[src/rtl/loop_ctrl.sv]
// Loop sequencer for the BeeF PC: loop-open/close resolution via a hardware
// return stack, plus a forward skip scan over loop bodies entered with a zero cell.
module loop_ctrl #(
  parameter int PCWidth   = 16,
  parameter int Depth     = 16,
  parameter int SkipWidth = 8
) (
  input  logic                       clk,
  input  logic                       reset,
  input  logic                       step,
  input  logic [PCWidth-1:0]         pc,
  input  logic                       loop_open,
  input  logic                       loop_close,
  input  logic                       cell_zero,
  output logic                       pc_load,
  output logic [PCWidth-1:0]         pc_target,
  output logic                       skip,
  output logic                       halt,
  output logic [1:0]                 err_code,
  output logic [$clog2(Depth+1)-1:0] depth
);

  localparam int DW = $clog2(Depth + 1);
  localparam int AW = $clog2(Depth);

  typedef enum logic [1:0] {
    RUN  = 2'd0,
    SKIP = 2'd1,
    HALT = 2'd2
  } state_e;

  state_e               state_q, state_d;
  logic [DW-1:0]        depth_q, depth_d;
  logic [SkipWidth-1:0] skipCnt_q, skipCnt_d;
  logic [1:0]           err_q, err_d;
  logic [PCWidth-1:0]   stack_q [Depth];
  logic                 push;
  logic [DW-1:0]        topIdx;

  assign topIdx = depth_q - DW'(1);

  always_ff @(posedge clk) begin
    if (reset) begin
      state_q   <= RUN;
      depth_q   <= '0;
      skipCnt_q <= '0;
      err_q     <= 2'd0;
    end else begin
      state_q   <= state_d;
      depth_q   <= depth_d;
      skipCnt_q <= skipCnt_d;
      err_q     <= err_d;
    end
  end

  // Stack storage needs no reset; occupancy alone defines which entries are live.
  always_ff @(posedge clk) begin
    if (push) begin
      stack_q[depth_q[AW-1:0]] <= pc;
    end
  end

  always_comb begin
    state_d   = state_q;
    depth_d   = depth_q;
    skipCnt_d = skipCnt_q;
    err_d     = err_q;
    push      = 1'b0;
    pc_load   = 1'b0;
    pc_target = '0;
    skip      = (state_q != RUN);

    if (reset) begin
      skip = 1'b0;
    end else if (step) begin
      unique case (state_q)
        RUN: begin
          if (loop_open && loop_close) begin
            state_d = HALT;
            err_d   = 2'd3;
            skip    = 1'b1;
          end else if (loop_open) begin
            if (cell_zero) begin
              skip      = 1'b1;
              skipCnt_d = SkipWidth'(1);
              state_d   = SKIP;
            end else if (depth_q == DW'(Depth)) begin
              state_d = HALT;
              err_d   = 2'd1;
              skip    = 1'b1;
            end else begin
              push    = 1'b1;
              depth_d = depth_q + DW'(1);
            end
          end else if (loop_close) begin
            if (depth_q == '0) begin
              state_d = HALT;
              err_d   = 2'd2;
              skip    = 1'b1;
            end else if (!cell_zero) begin
              pc_load   = 1'b1;
              pc_target = stack_q[topIdx[AW-1:0]] + PCWidth'(1);
            end else begin
              depth_d = topIdx;
            end
          end
        end
        SKIP: begin
          // The close that brings the nesting count to zero is itself skipped.
          if (loop_open && loop_close) begin
            state_d = HALT;
            err_d   = 2'd3;
          end else if (loop_open) begin
            if (&skipCnt_q) begin
              state_d = HALT;
              err_d   = 2'd3;
            end else begin
              skipCnt_d = skipCnt_q + SkipWidth'(1);
            end
          end else if (loop_close) begin
            skipCnt_d = skipCnt_q - SkipWidth'(1);
            if (skipCnt_q == SkipWidth'(1)) begin
              state_d = RUN;
            end
          end
        end
        default: begin
        end
      endcase
    end
  end

  assign halt     = (state_q == HALT);
  assign err_code = err_q;
  assign depth    = depth_q;

endmodule

[config.mk]
export PLATFORM = sky130hd
export DESIGN_NAME = loop_ctrl
export DESIGN_NICKNAME = d
export VERILOG_FILES = /design/src/rtl/loop_ctrl.sv
export SDC_FILE = /design/constraint.sdc
export NUM_CORES = 1
export LEC_CHECK = 0
export CAP_MARGIN = 40
export CORE_MARGIN = 4
export CORE_UTILIZATION = 50
export DETAILED_ROUTE_END_ITERATION = 8
export GPL_ROUTABILITY_DRIVEN = 0
export GPL_TIMING_DRIVEN = 0
export HOLD_SLACK_MARGIN = 0.03
export PLACE_DENSITY = 0.79
export SLEW_MARGIN = 10
export SYNTH_ARGS = -nofsm -noshare
export SYNTH_HDL_FRONTEND = slang
export SYNTH_SLANG_ARGS = --single-unit
[constraint.sdc]
create_clock -name clk -period 7 [get_ports clk]
set_input_delay 1.4 -clock clk [delete_from_list [all_inputs] [get_ports clk]]
set_output_delay 1.4 -clock clk [all_outputs]
set_load 0.005 [all_outputs]
==> results summary <==
The run finished with clean final reports. The die width came out at 163.1 um. The clock slew at the register clock pins of the worst setup and hold paths is 60 ps. The register bit total from synthesis is 273.

The layout overhead on the synthesized area came out at 17.79%. The via count of the first global-routing pass was 7,307. The total of warnings raised by yosys is 0. The hold violation count in the final report is 0. The count of input and output buffers came out at 47. For the pin with the worst max-slew slack, the measured transition is 892.7 ps. The share of cells above drive strength 1 is between 10% and 20%. The height of the die is between 150 and 200 um. The half-perimeter wire length of the detailed placement result came out at 20,300 um. The violation count after the first detailed-routing iteration is 950.

The worst setup path is launched from a register. The final routed wire length divided by cell count is around 25 um. The total length of routed wires is 29,830 um. The largest fanout on the critical path came out at 18. Setup repair after global routing left no endpoint under its margin. The setup clock skew after layout came out at 14.32 ps. The number of nets with antenna violations after detailed routing is 0. The CTS H-tree depth came out at 1. The remaining global-route overflow came out at 0.

The biggest cell delay along the critical path is 720 ps. The signal on the critical path passes through buf_12 -> inv_1 -> buf_2 -> ha_1 -> buf_4 -> xnor2_4 -> clkbuf_1 -> mux2i_1 -> nand4_1 -> nor3_1 -> o211ai_2 -> or4_1 -> a21oi_1 -> clkdlybuf4s50_1. The register area share after synthesis is 66.75%. The remaining design rule violation count is 0. Headroom to the max-slew limit came out at about two fifths. The synthesized area divided by synthesized cell count came out at 15.56 um2. The net count after synthesis came out at 803. The worst vdd rail ir drop is 229.6 uV. OpenSTA, run right after detailed placement, puts the worst setup slack at -69.05 ps.

Counting flops with an async set or reset pin after synthesis yields a share of 0%. The number of antenna violations at the first check in global routing came out at 0. The clock buffer count from CTS is 27.

After synthesis the cells add up to around 0.012 mm2. The clock sink count came out at 273. The largest individual stage delay along the critical path comes from the cell sky130_fd_sc_hd__clkbuf_1. The type of destination of the critical path is an output pin.

The worst path meets setup with approximately 250 ps of slack. The number of ports placed on the die boundary came out at 48. The leakage power came out at 4.651 nW.

The first global-routing pass estimated between 40,000 and 50,000 um of wire. For the worst setup path, the data arrival time is 5350 ps. Entering global routing, the biggest net connects 19 pins. The core region is 0.02354 mm2. Clock tree synthesis selected as its root buffer the cell sky130_fd_sc_hd__clkbuf_16. The final layout contains 903 nets.

The critical path in this run is classified as reg -> out. The distinct cell type count after synthesis is 63. The power per cell area is 253.9 mW/mm2. The repair_antennas step left the layout with diodes totalling 0. The min-delay analysis places its worst path in the category reg -> reg.

The maximum clock path buffer count is 3. The final core utilization came out at approximately three fifths. The sum of negative setup slack came out at 0 ps. The final max-slew violation count was 0. The post-route fraction of the period consumed by the critical path is 96.48%. The setup violation total in the final timing report is 0. The top cell types in the final layout, fill and taps aside, are 256 x sky130_fd_sc_hd__edfxtp_1, 58 x sky130_fd_sc_hd__nand2_1, 50 x sky130_fd_sc_hd__mux2i_1. The clock tree from TritonCTS is yes.

The floorplan step defined a die boundary enclosing 0.02660 mm2. Detailed routing inserted a total of 7,427 vias. The final critical-path required period came out at about 6800 ps. The detailed-route vias per instance came out at 6.128. At the worst endpoint, the required time is 5600 ps. The starting density of the core is between 50% and 60%. The total iterations of the first detailed-routing run came out at 5. The most used flip-flop cell after synthesis is sky130_fd_sc_hd__edfxtp_1. The final worst hold slack came out at 504.2 ps. Leaving out fill and tap cells, the most frequent cell in the layout is sky130_fd_sc_hd__edfxtp_1. Global routing used 22.19% of the available tracks. In this run the core area contains 56 standard-cell rows. Counting every instance in the synthesized netlist gives 773.

The upper clock frequency limit is 148.1 MHz. The later-pin clock latency in the skew report is 550 ps. Across the run, the number of max-cap violations was 0. The number of enable flip-flop cells after synthesis came out at 256.
stage by stage:
stage          power [mW]  area, um2  instances
3_3_place_gp        2.178      12900       1139
6_report            3.597      14170       1212
3_5_place_dp        2.187      13200       1158
5_1_grt             3.711      14170       1212
2_1_floorplan       2.066      12030        773
4_1_cts             3.609      14110       1207
critical path, delay by kind of cell (launching register included):
kind | cells | cell delay [ps]
flops | 1 | 390
mux | 1 | 330
compound gates | 2 | 440
simple gates | 3 | 960
fa+ha+maj | 1 | 250
buf+inv | 6 | 2000
xor+xnor | 1 | 390
cell families after synthesis:
kind of cell	after synthesis	synth area share, %
AOI/OAI and AO/OA	73	4.224
xor gates and xnor gates	20	1.831
adders and majority gates	8	0.8323
buffers and inverters	50	2.403
DFF	273	66.75
muxes	101	13.03
and+or+nand+nor	248	10.93
power by group:
part           internal, mW  leakage [nW]  switching (mW)  total (mW)
clock network         0.824         0.420           0.605        1.43
registers              1.79          2.44         0.00667        1.80
logic                 0.153          1.79           0.219       0.372
total                  2.77          4.65           0.831        3.60
timing repair:
action                     4_1_cts  5_1_grt
setup endpoints to repair       12        6
hold buffers                     0        0
pin swaps                        1        1
gates resized for setup          9        8
setup buffers                    1        4
routing by layer:
metal | up-vias | share of wire, % | GRT usage, % | wire length (um)
met2 | 407 | 49 | 37.75 | 14680
met4 | 0 | 3.1 | 6.977 | 920
li1 | 3235 | - | - | -
met5 | - | 0 | 0 | 0
met3 | 63 | 8.9 | 3.104 | 2664
met1 | 3722 | 39 | 29.95 | 11570
Yosys cell counts, types with 14 or more instances:
cell type                    n  area share [%]
sky130_fd_sc_hd__dfxtp_1    17             2.8
sky130_fd_sc_hd__nor2_1     51             1.6
sky130_fd_sc_hd__nand2_1    58             1.8
sky130_fd_sc_hd__nor3b_1    22             1.4
sky130_fd_sc_hd__nand3_1    14            0.58
sky130_fd_sc_hd__nor3_1     28             1.2
sky130_fd_sc_hd__mux2i_1    50             4.2
sky130_fd_sc_hd__clkbuf_1   16            0.50
sky130_fd_sc_hd__a21oi_1    18            0.75
sky130_fd_sc_hd__mux4_2     29             5.4
sky130_fd_sc_hd__edfxtp_1  256              64
sky130_fd_sc_hd__buf_2      18            0.75
area by class of cell:
type	instances	area (um2)
buffer	42	285.3
clock buffer	31	690.7
clock inverter	18	188.9
fill	1763	9376
inverter	7	26.28
multi-input combinational	450	3787
sequential	273	8029
tap	319	399.1
timing repair buffer	72	759.5
state kept, by name, indices dropped and copies added, names as in the netlist:
| signal | flops |
|---|---|
| stack_q | 256 |
| err_code | 2 |
| depth | 5 |
| skipCnt_q | 8 |
| state_q | 2 |
final timing paths:
path,slack [ps],from,to,cells after the start
min,500,err_code[1]$_SDFFE_PP0P_,err_code[1]$_SDFFE_PP0P_,2
max reg2reg,3260,depth[0]$_SDFFE_PP0P_,stack_q[1][13]$_DFFE_PP_,12
min reg2reg,500,err_code[1]$_SDFFE_PP0P_,err_code[1]$_SDFFE_PP0P_,2
max,250,depth[0]$_SDFFE_PP0P_,pc_target[14],14
Power figures use the tool's default switching activity.
